**src/rtl/urx_pkg.sv**
```systemverilog
// urx_pkg: shared FSM states, error codes and defaults
// for the URX frame parser slice.
package urx_pkg;

  typedef enum logic [1:0] {
    ST_IDLE,
    ST_LEN,
    ST_DATA,
    ST_CHK
  } st_t;

  localparam logic [1:0] ERR_TO   = 2'd0;
  localparam logic [1:0] ERR_LEN  = 2'd1;
  localparam logic [1:0] ERR_ROOM = 2'd2;
  localparam logic [1:0] ERR_CHK  = 2'd3;

  localparam logic [7:0] SYNC_DEF    = 8'hA5;
  localparam int         MAX_LEN_DEF = 8;
  localparam int         DEPTH_DEF   = 16;
  localparam int         TO_CYC_DEF  = 5000;

  function automatic logic [7:0] chk_acc(
    input logic [7:0] acc,
    input logic [7:0] b
  );
    return acc ^ b;
  endfunction

endpackage

```
**src/rtl/urx_byte_fifo.sv**
```systemverilog
// urx_byte_fifo: byte RAM with write, commit and read pointers;
// readers only see bytes behind the commit pointer.
module urx_byte_fifo #(
  parameter  int DEPTH = 16,
  localparam int AW    = $clog2(DEPTH),
  localparam int PW    = AW + 1
) (
  input  logic          clk,
  input  logic          rst_n,
  input  logic          wr_en,
  input  logic [7:0]    wr_dat,
  input  logic          commit,
  input  logic          rollback,
  input  logic          rd_en,
  output logic [7:0]    rd_dat,
  output logic          rd_valid,
  output logic [PW-1:0] cnt,
  output logic [PW-1:0] used
);

  logic [7:0]    mem [DEPTH];
  logic [PW-1:0] wr_ptr;
  logic [PW-1:0] cm_ptr;
  logic [PW-1:0] rd_ptr;

  assign rd_valid = (rd_ptr != cm_ptr);
  assign cnt      = cm_ptr - rd_ptr;
  assign used     = wr_ptr - rd_ptr;

  // gated so the port idles at zero while nothing is committed
  assign rd_dat = rd_valid ? mem[rd_ptr[AW-1:0]] : 8'd0;

  always_ff @(posedge clk) begin
    if (wr_en) begin
      mem[wr_ptr[AW-1:0]] <= wr_dat;
    end
  end

  always_ff @(posedge clk or negedge rst_n) begin
    if (!rst_n) begin
      wr_ptr <= '0;
      cm_ptr <= '0;
      rd_ptr <= '0;
    end else begin
      if (rollback) begin
        wr_ptr <= cm_ptr;
      end else if (wr_en) begin
        wr_ptr <= wr_ptr + PW'(1);
      end
      if (commit) begin
        cm_ptr <= wr_ptr;
      end
      if (rd_en && rd_valid) begin
        rd_ptr <= rd_ptr + PW'(1);
      end
    end
  end

endmodule

```
**src/rtl/urx_frame_parser.sv**
```systemverilog
// urx_frame_parser: delimits SYNC,LEN,payload,CHK frames from the
// byte receiver and serves checksum-verified payload to the consumer.
module urx_frame_parser
  import urx_pkg::*;
#(
  parameter logic [7:0] SYNC    = SYNC_DEF,
  parameter int         MAX_LEN = MAX_LEN_DEF,
  parameter int         DEPTH   = DEPTH_DEF,
  parameter int         TO_CYC  = TO_CYC_DEF,
  localparam int        PW      = $clog2(DEPTH) + 1
) (
  input  logic          clk,
  input  logic          rst_n,
  input  logic [7:0]    rx_dat,
  input  logic          rx_stb,
  output logic [7:0]    pl_dat,
  output logic          pl_valid,
  input  logic          pl_rd,
  output logic          frame_ok,
  output logic          frame_err,
  output logic [1:0]    err_code,
  output logic          busy,
  output logic [PW-1:0] fifo_cnt
);

  localparam int GW = $clog2(TO_CYC + 1);

  st_t           state;
  st_t           state_nxt;
  logic [7:0]    chk;
  logic [7:0]    rem;
  logic [GW-1:0] gap;
  logic [PW-1:0] used;
  logic [8:0]    room;
  logic          timeout;
  logic          pop;
  logic          len_bad;
  logic          no_room;
  logic          wr_en;
  logic          commit;
  logic          rollback;
  logic          load;
  logic          ok_set;
  logic          err_set;
  logic [1:0]    err_val;

  assign busy    = (state != ST_IDLE);
  assign timeout = busy && (gap == GW'(TO_CYC));
  assign pop     = pl_rd && pl_valid;

  // a pop on the LEN edge frees its slot in time for this frame
  assign room    = 9'(DEPTH) - 9'(used) + 9'(pop);
  assign len_bad = (rx_dat == 8'd0) || (rx_dat > 8'(MAX_LEN));
  assign no_room = {1'b0, rx_dat} > room;

  urx_byte_fifo #(
    .DEPTH (DEPTH)
  ) u_fifo (
    .clk      (clk),
    .rst_n    (rst_n),
    .wr_en    (wr_en),
    .wr_dat   (rx_dat),
    .commit   (commit),
    .rollback (rollback),
    .rd_en    (pl_rd),
    .rd_dat   (pl_dat),
    .rd_valid (pl_valid),
    .cnt      (fifo_cnt),
    .used     (used)
  );

  always_ff @(posedge clk or negedge rst_n) begin
    if (!rst_n) begin
      state <= ST_IDLE;
    end else begin
      state <= state_nxt;
    end
  end

  always_comb begin
    state_nxt = state;
    wr_en     = 1'b0;
    commit    = 1'b0;
    rollback  = 1'b0;
    load      = 1'b0;
    ok_set    = 1'b0;
    err_set   = 1'b0;
    err_val   = ERR_TO;
    if (timeout) begin
      rollback  = 1'b1;
      err_set   = 1'b1;
      err_val   = ERR_TO;
      state_nxt = ST_IDLE;
    end else if (rx_stb) begin
      unique case (1'b1)
        (state == ST_IDLE): begin
          if (rx_dat == SYNC) begin
            state_nxt = ST_LEN;
          end
        end
        (state == ST_LEN): begin
          if (len_bad) begin
            err_set   = 1'b1;
            err_val   = ERR_LEN;
            state_nxt = ST_IDLE;
          end else if (no_room) begin
            err_set   = 1'b1;
            err_val   = ERR_ROOM;
            state_nxt = ST_IDLE;
          end else begin
            load      = 1'b1;
            state_nxt = ST_DATA;
          end
        end
        (state == ST_DATA): begin
          wr_en = 1'b1;
          if (rem == 8'd1) begin
            state_nxt = ST_CHK;
          end
        end
        default: begin
          if (rx_dat == chk) begin
            commit = 1'b1;
            ok_set = 1'b1;
          end else begin
            rollback = 1'b1;
            err_set  = 1'b1;
            err_val  = ERR_CHK;
          end
          state_nxt = ST_IDLE;
        end
      endcase
    end
  end

  always_ff @(posedge clk or negedge rst_n) begin
    if (!rst_n) begin
      chk       <= 8'd0;
      rem       <= 8'd0;
      gap       <= '0;
      frame_ok  <= 1'b0;
      frame_err <= 1'b0;
      err_code  <= ERR_TO;
    end else begin
      frame_ok  <= ok_set;
      frame_err <= err_set;
      if (err_set) begin
        err_code <= err_val;
      end
      if (load) begin
        chk <= rx_dat;
        rem <= rx_dat;
      end else if (wr_en) begin
        chk <= chk_acc(chk, rx_dat);
        rem <= rem - 8'd1;
      end
      if (!busy || rx_stb) begin
        gap <= '0;
      end else begin
        gap <= gap + GW'(1);
      end
    end
  end

endmodule

```
**config.mk**
```make
export PLATFORM = sky130hd
export DESIGN_NAME = urx_frame_parser
export DESIGN_NICKNAME = d
export VERILOG_FILES = /design/src/rtl/urx_pkg.sv /design/src/rtl/urx_byte_fifo.sv /design/src/rtl/urx_frame_parser.sv
export SDC_FILE = /design/constraint.sdc
export NUM_CORES = 1
export LEC_CHECK = 0
export ABC_AREA = 1
export CAP_MARGIN = 25
export CORE_UTILIZATION = 45
export CTS_CLUSTER_SIZE = 30
export DETAILED_ROUTE_END_ITERATION = 7
export GPL_TIMING_DRIVEN = 0
export PLACE_DENSITY = 0.71
export SLEW_MARGIN = 0
export SYNTH_ARGS = -nofsm -noshare
export SYNTH_HDL_FRONTEND = slang
export SYNTH_SLANG_ARGS = --single-unit
```
**constraint.sdc**
```tcl
create_clock -name clk -period 11.4 [get_ports clk]
set_input_delay 3.42 -clock clk [delete_from_list [all_inputs] [get_ports clk]]
set_output_delay 3.42 -clock clk [all_outputs]
set_load 0.005 [all_outputs]
```
==> results of run 1 <==
-- registers in the layout (all words and copies together) (netlist names), 5 cells and up --
register,flops
chk,8
u_fifo.cm_ptr,5
gap,13
u_fifo.wr_ptr,5
u_fifo.mem,128
u_fifo.rd_ptr,5
rem,8
-- power by group through the flow --
stage	combinational, mW	clock (mW)	sequential (mW)
after floorplan	0.759	0	0.806
after global placement	1.08	0	0.820
after detailed placement	1.11	0	0.822
after CTS	1.13	0.633	0.810
after global routing	1.27	0.660	0.817
final	1.13	0.630	0.811
-- critical path: cells and delay by family (launching register included) --
kind,cells,cell delay [ns]
compound gates,3,0.70
buf+inv,5,1.83
flops,1,0.50
simple gates,1,0.09
-- layout by cell type (no fill, tap or decap), drive strengths merged, types with 21 or more instances in the layout --
cell and instances:
nand2 164, dfrtp 50, inv 69, ha 26
edfxtp 128, clkbuf 40, o21ai 88, clkdlybuf4s50 29
nor2 114, nand3 35, o22ai 21
-- cells by family (layout without fill, tap and decap cells) --
kind of cell,after synthesis,count (layout),share of synthesized area (%)
compound gates,154,154,10.5
flops,178,178,60.3
simple gates,347,347,17.7
buf+inv,92,158,4.31
fa+ha+maj,28,28,4.32
xor+xnor,28,28,2.90
-- final cells by class --
cell class / count / share of cell area, %
plain buffers: 26 / 1.20
clock buffers: 17 / 4.38
clock inverters: 15 / 2.11
inverters: 66 / 2.55
multi-input cells: 557 / 30.8
flip-flops and latches: 178 / 52.5
well taps: 229 / 2.95
repair buffers: 34 / 3.45
-- through the flow --
stage	total power, mW	std cells
floorplan	1.56	827
global placement	1.90	1086
detailed placement	1.93	1090
CTS	2.57	1122
global route	2.75	1122
finish	2.57	1122
-- per-layer routing --
metal  vias up  global-route usage [%]  part of all wire, %
li1       2976                       -                    -
met1      2992                    30.1                   43
met2       255                    36.5                   48
met3        21                    3.94                  6.9
met4         3                    7.31                  1.5
met5         -                       0                 0.13
-- path summary, 6_finish.rpt --
path | end | slack [ns] | cells after the start | start
min in group asynchronous | gap[4]$_DFF_PN0_ | 2.99 | 1 | rst_n
worst min-delay path | gap[0]$_DFF_PN0_ | 0.46 | 1 | gap[0]$_DFF_PN0_
worst max-delay path | pl_dat[0] | 4.43 | 9 | u_fifo.rd_ptr[0]$_DFFE_PN0P_
max in group asynchronous | u_fifo.rd_ptr[2]$_DFFE_PN0P_ | 7.85 | 2 | rst_n
worst min register to register | gap[0]$_DFF_PN0_ | 0.46 | 1 | gap[0]$_DFF_PN0_
worst max register to register | chk[3]$_DFFE_PN0P_ | 6.21 | 27 | u_fifo.rd_ptr[1]$_DFFE_PN0P_
==> metrics.md, run 1 <==
| Metric | Value |
|---|---|
| Switching Share | 39.4% |
| # Post-CTS Setup Buffers | 0 |
| Routability congestion estimate | 0.786 |
| Drt pass-1 iters | 8 |
| # diodes | 0 |
| Die X | 139 um |
| TNS Setup | 0 ns |
| Nature of the critical path endpoint | output port |
| CTS tree | yes |
| Worst IR Drop VDD | between 0.00015 and 0.0002 V |
| Register area | between 5000 and 6000 um2 |
| Slowest stage cell, crit path | clkdlybuf4s50_1 |
| Die Ht | around 140 um |
| Latest clock arrival within the worst-skew pair | 0.43 ns |
| Comb power frac | 43.9% |
| Post-synth top flop | edfxtp_1 |
| Final design instance area without fill | 9710 um2 |
| Tcrit/Tclk final | between 60% and 70% |
| CTS max path bufs | 2 |
| Post-route DRC | 1 |
| Final setup fails | 0 |
| Share of cells above drive strength 1 | about 6.8% |
| Final Skew | 0.00782 ns |
| GRT overflow | 0 |
| Core Region | 18200 um2 |
| Main area contributors after synthesis | edfxtp_1 (45%), dfrtp_1 (15%), nand2_1 (7.0%) |
| Final worst slack | 4.43 ns |
| Leak Pwr | about 3.8 nW |
| Post_cts resized | 0 |
| H-Tree Depth | 4 |
| Area delta synth->final | 14.9% |
| Inserted Clock Buffers | 17 |
| Number of synthesized flops with an enable pin | about 130 |
| Max incr delay on CP | 0.56 ns |
| Detailed Route WL | between 20 and 25 mm |
| Detailed placement HPWL | 13.6 mm |
| Max cap viols | 0 |
| Sequence of cells on the critical path | clkbuf_1 > inv_1 > clkbuf_1 > clkbuf_1 > o21ai_0 > o22ai_1 > nand2_1 > a31oi_1 > clkdlybuf4s50_1 |
| Clk pwr share | 24.5% |
| Biggest area consumer among synthesized cells | edfxtp_1 |
| Fraction of registers with async set/reset | around 28% |
| Area occupied by multi-input gates | 2990 um2 |
| Synth cell types | 40 |
| Worst hold margin | 0.462 ns |
| Int Power | 1.56 mW |
| Via/cell ratio | between 5 and 6 |
| Synthesized flop and latch total | 178 |
| Fin util | 53.3% |
| Sequential share of the synthesized area | between 60 and 70% |
| Dpl cell area | about 9000 um2 |
| Post-CTS Hold Fix Bufs | 0 |
| Nets | 920 |
| Initial core utilization | 46.4% |
| Core Rows | 49 |
| Status | complete, but fails checks |
| WS Path Type | reg2out |
| Synthesized netlist net count | 867 |
| First-pass GRT wire length | between 30 and 40 mm |
| Synth cell count leaders | nand2_1 (158), edfxtp_1 (128), nor2_1 (110) |
| Failing checks | design-rule violations |
| Post-synthesis cell area | 8450 um2 |
| Reg power frac | 31.6% |
| CP dominant cell by count | clkbuf_1 |
| Worst-path clk slew | 0.07 ns |
| Initial drt markers | 644 |
| Initial antenna violation count | 0 |
| Root buffer cell | clkbuf_16 |
| Max Slew Vio Count | 0 |
| Port-buffer cells | 30 |
| Max frequency | 144 MHz |
| Via count | 6247 |
| Final Hold Viols | 0 |
| Largest net degree at the start of global routing | 27 |
| Worst Tran Pin Value | roughly 0.98 ns |
| Crit Path Max Fanout | 10 |
| P per Cell Area | 265 nW/um2 |
| Critical Path AT | 3.55 ns |
| Worst EP required | around 8.0 ns |
| RSZ-0062 raised after global routing | false |
| Fin crit period | 6.97 ns |
| Psw | around 1.0 mW |
| GR Util All Layers | 22.3% |
| Post-Place Worst Slack | 4.68 ns |
| Top-count cell post-synth | nand2_1 |
| Number of global-route vias before repair | 6205 |
| Worst min path class | reg2reg |
| Gate Count Post-Synth | 827 |
| Slew headroom | 34.4% |
| Wire per inst | 18.1 um |
| Top-area cell type share of the netlist area | between 40% and 50% |
| Post-route ant nets | 0 |
| Die Area | just under 20000 um2 |
| Syn_area_per_cell | 10.2 um2 |
| Startpoint types | register |
| Ys Warns | 0 |
| FILL cells | 1578 |
| Ports | 31 |
| Clock sink count | ~180 |
(Power assumes the default switching activity.)
==> run 2, diff against run 1 <==
clock period = 6.43 ns   (was 11.4 ns; I/O delays follow)
==> results of run 2 <==
The final DEF is identical to that of run 1. Status: complete, but fails checks: design-rule violations.
Among the figures that moved: setup slack after placement 4.68 ns -> 1.20 ns; setup slack after layout 4.43 ns -> 0.956 ns; register-to-register setup slack 6.21 ns -> 1.24 ns; total power 2.57 mW -> 4.55 mW; worst IR drop on VDD 0.000163 V -> 0.000288 V
==> run 3, diff against run 2 <==
--- a/config.mk
+++ b/config.mk
@@ -14,3 +14,4 @@
 export PLACE_DENSITY = 0.71
-export SLEW_MARGIN = 0
+export SETUP_SLACK_MARGIN = 0.1
+export SLEW_MARGIN = 20
 export SYNTH_ARGS = -nofsm -noshare
==> constraint.sdc (replaced) <==
create_clock -name clk -period 6.43 [get_ports clk]
set_input_delay 1.286 -clock clk [delete_from_list [all_inputs] [get_ports clk]]
set_output_delay 1.286 -clock clk [all_outputs]
set_load 0.005 [all_outputs]
==> metrics.md, run 3 (synthesis results as in run 1) <==
| Metric | Value |
|---|---|
| Startpoint types | register |
| Die Area | 19300 um2 |
| Final setup fails | 0 |
| Psw | 1.80 mW |
| Worst-path clk slew | 0.07 ns |
| WS Path Type | reg2reg |
| Int Power | 2.72 mW |
| Core Rows | 49 |
| Reg power frac | 31.8% |
| Area occupied by multi-input gates | roughly 3000 um2 |
| Slowest stage cell, crit path | nor4_4 |
| Clock sink count | 178 |
| Root buffer cell | clkbuf_16 |
| Via count | 6264 |
| FILL cells | 1557 |
| GRT overflow | 0 |
| Largest register FFs | 128 |
| CTS tree | yes |
| Post-Place Worst Slack | 1.14 ns |
| Post-route DRC | 1 |
| TNS Setup | 0 ns |
| GR Util All Layers | 22.4% |
| Initial drt markers | 650 |
| Status | complete, but fails checks |
| Final worst slack | 1.02 ns |
| Worst EP required | 6.80 ns |
| Comb power frac | 44.3% |
| Die X | 139 um |
| Port-buffer cells | 30 |
| Post_cts resized | 0 |
| Worst min path class | reg2reg |
| Slew headroom | 31.4% |
| Non-filler cells in the finished layout | 1120 |
| Max cap viols | 0 |
| Final Hold Viols | 0 |
| First-pass GRT wire length | between 30 and 40 mm |
| Switching Share | 39.9% |
| Fin crit period | 5.41 ns |
| Max incr delay on CP | 0.71 ns |
| Failing checks | design-rule violations |
| Largest net degree at the start of global routing | 51 |
| Most frequent cells in the layout | nand2_1 (158), edfxtp_1 (128), nor2_1 (110) |
| Most common cell after layout, fill and taps aside | nand2_1 |
| Nature of the critical path endpoint | register |
| Crit-path leading delay family | simple AND/OR/NAND/NOR gates |
| Initial antenna violation count | 0 |
| Wire per inst | roughly 18 um |
| Worst hold margin | 0.463 ns |
| Routability congestion estimate | 0.786 |
| Leak Pwr | about 3.7 nW |
| Fin util | a little over half |
| Core Region | 18200 um2 |
| Final Skew | between 0.006 and 0.007 ns |
| # diodes | 0 |
| Post-CTS Hold Fix Bufs | 0 |
| Latest clock arrival within the worst-skew pair | 0.43 ns |
| H-Tree Depth | 4 |
| CTS max path bufs | 2 |
| Crit Path Max Fanout | 11 |
| Detailed Route WL | 20.4 mm |
| Area delta synth->final | 14.6% |
| Max Slew Vio Count | 0 |
| # Post-CTS Setup Buffers | 0 |
| Worst Tran Pin Value | 1.03 ns |
| Ports | 31 |
| P per Cell Area | between 400 and 500 nW/um2 |
| Detailed placement HPWL | ~14 mm |
| Register area | 5090 um2 |
| Drt pass-1 iters | 7 |
| Initial core utilization | 46.4% |
| CP bufs+invs | 5 |
| Number of global-route vias before repair | 6220 |
| Die Ht | 139 um |
| Nets | a little over 900 |
| Critical Path AT | around 5.8 ns |
| Via/cell ratio | 5.59 |
| Post-route ant nets | 0 |
| CP dominant cell by count | nand2_1 |
| Worst IR Drop VDD | 0.000257 V |
| Inserted Clock Buffers | 17 |
| Cells after DPL | 1088 |
| Max frequency | 185 MHz |
| Tcrit/Tclk final | ~84% |
| Clk pwr share | a little under a quarter |
| Share of cells above drive strength 1 | 6.85% |
| R2r setup slk | 1.02 ns |
| RSZ-0062 raised after global routing | false |
==> run 3: routing by layer <==
layer | vias up | routed length, um | share of wire [%] | track usage [%]
met5 | - | 0 | 0 | 0
met4 | 0 | 435 | 2.1 | 9.18
met3 | 37 | 1200 | 5.9 | 4.04
met2 | 208 | 9770 | 48 | 36.2
met1 | 3043 | 9040 | 44 | 29.9
li1 | 2976 | - | - | -
==> run 3: worst paths after layout <==
path	startpoint	to	cells after the start
max reg2reg	u_fifo.rd_ptr[1]$_DFFE_PN0P_	chk[3]$_DFFE_PN0P_	26
min in group asynchronous	rst_n	gap[5]$_DFF_PN0_	1
min	gap[0]$_DFF_PN0_	gap[0]$_DFF_PN0_	1
min reg2reg	gap[0]$_DFF_PN0_	gap[0]$_DFF_PN0_	1
max in group asynchronous	rst_n	u_fifo.rd_ptr[0]$_DFFE_PN0P_	1
max	u_fifo.rd_ptr[1]$_DFFE_PN0P_	chk[3]$_DFFE_PN0P_	26
==> run 3: metrics by stage <==
stage                     power, mW  area (um2)
after floorplan                2.77        8450
after global placement         3.37        9030
after detailed placement       3.44        9070
after CTS                      4.52        9680
after global routing           4.84        9680
final                          4.52        9680
==> run 3: layout make-up <==
class	instances	area share, %
clock inverter	14	1.90
multi-input combinational	557	31.1
buffer	26	1.20
tap	229	2.96
sequential	178	52.6
clock buffer	18	4.43
inverter	66	2.56
timing repair buffer	32	3.23
==> run 3: power groups by stage <==
stage	clock network (mW)	logic [mW]	registers, mW
3_5_place_dp	0	1.98	1.46
5_1_grt	1.13	2.26	1.45
6_report	1.08	2.00	1.44
3_3_place_gp	0	1.92	1.45
2_1_floorplan	0	1.35	1.43
4_1_cts	1.08	2.00	1.44
==> run 3: worst register-to-register path, stage by stage, from the launching register on <==
cell	delay [ns]
dfrtp_1	0.62
inv_1	0.22
clkbuf_1	0.34
ha_1	0.38
nand2_1	0.09
nor4_4	0.71
inv_1	0.14
nand2_1	0.19
inv_1	0.12
ha_1	0.24
ha_1	0.21
nand2_1	0.08
nor2_2	0.05
xnor2_1	0.12
ha_1	0.29
nand2_1	0.08
or3_1	0.34
nand2_1	0.06
nand2_1	0.04
a21oi_1	0.27
nand2_4	0.13
nand3_2	0.15
buf_4	0.19
nand2_1	0.07
nand2_1	0.07
nand2_1	0.06
nand2_1	0.06
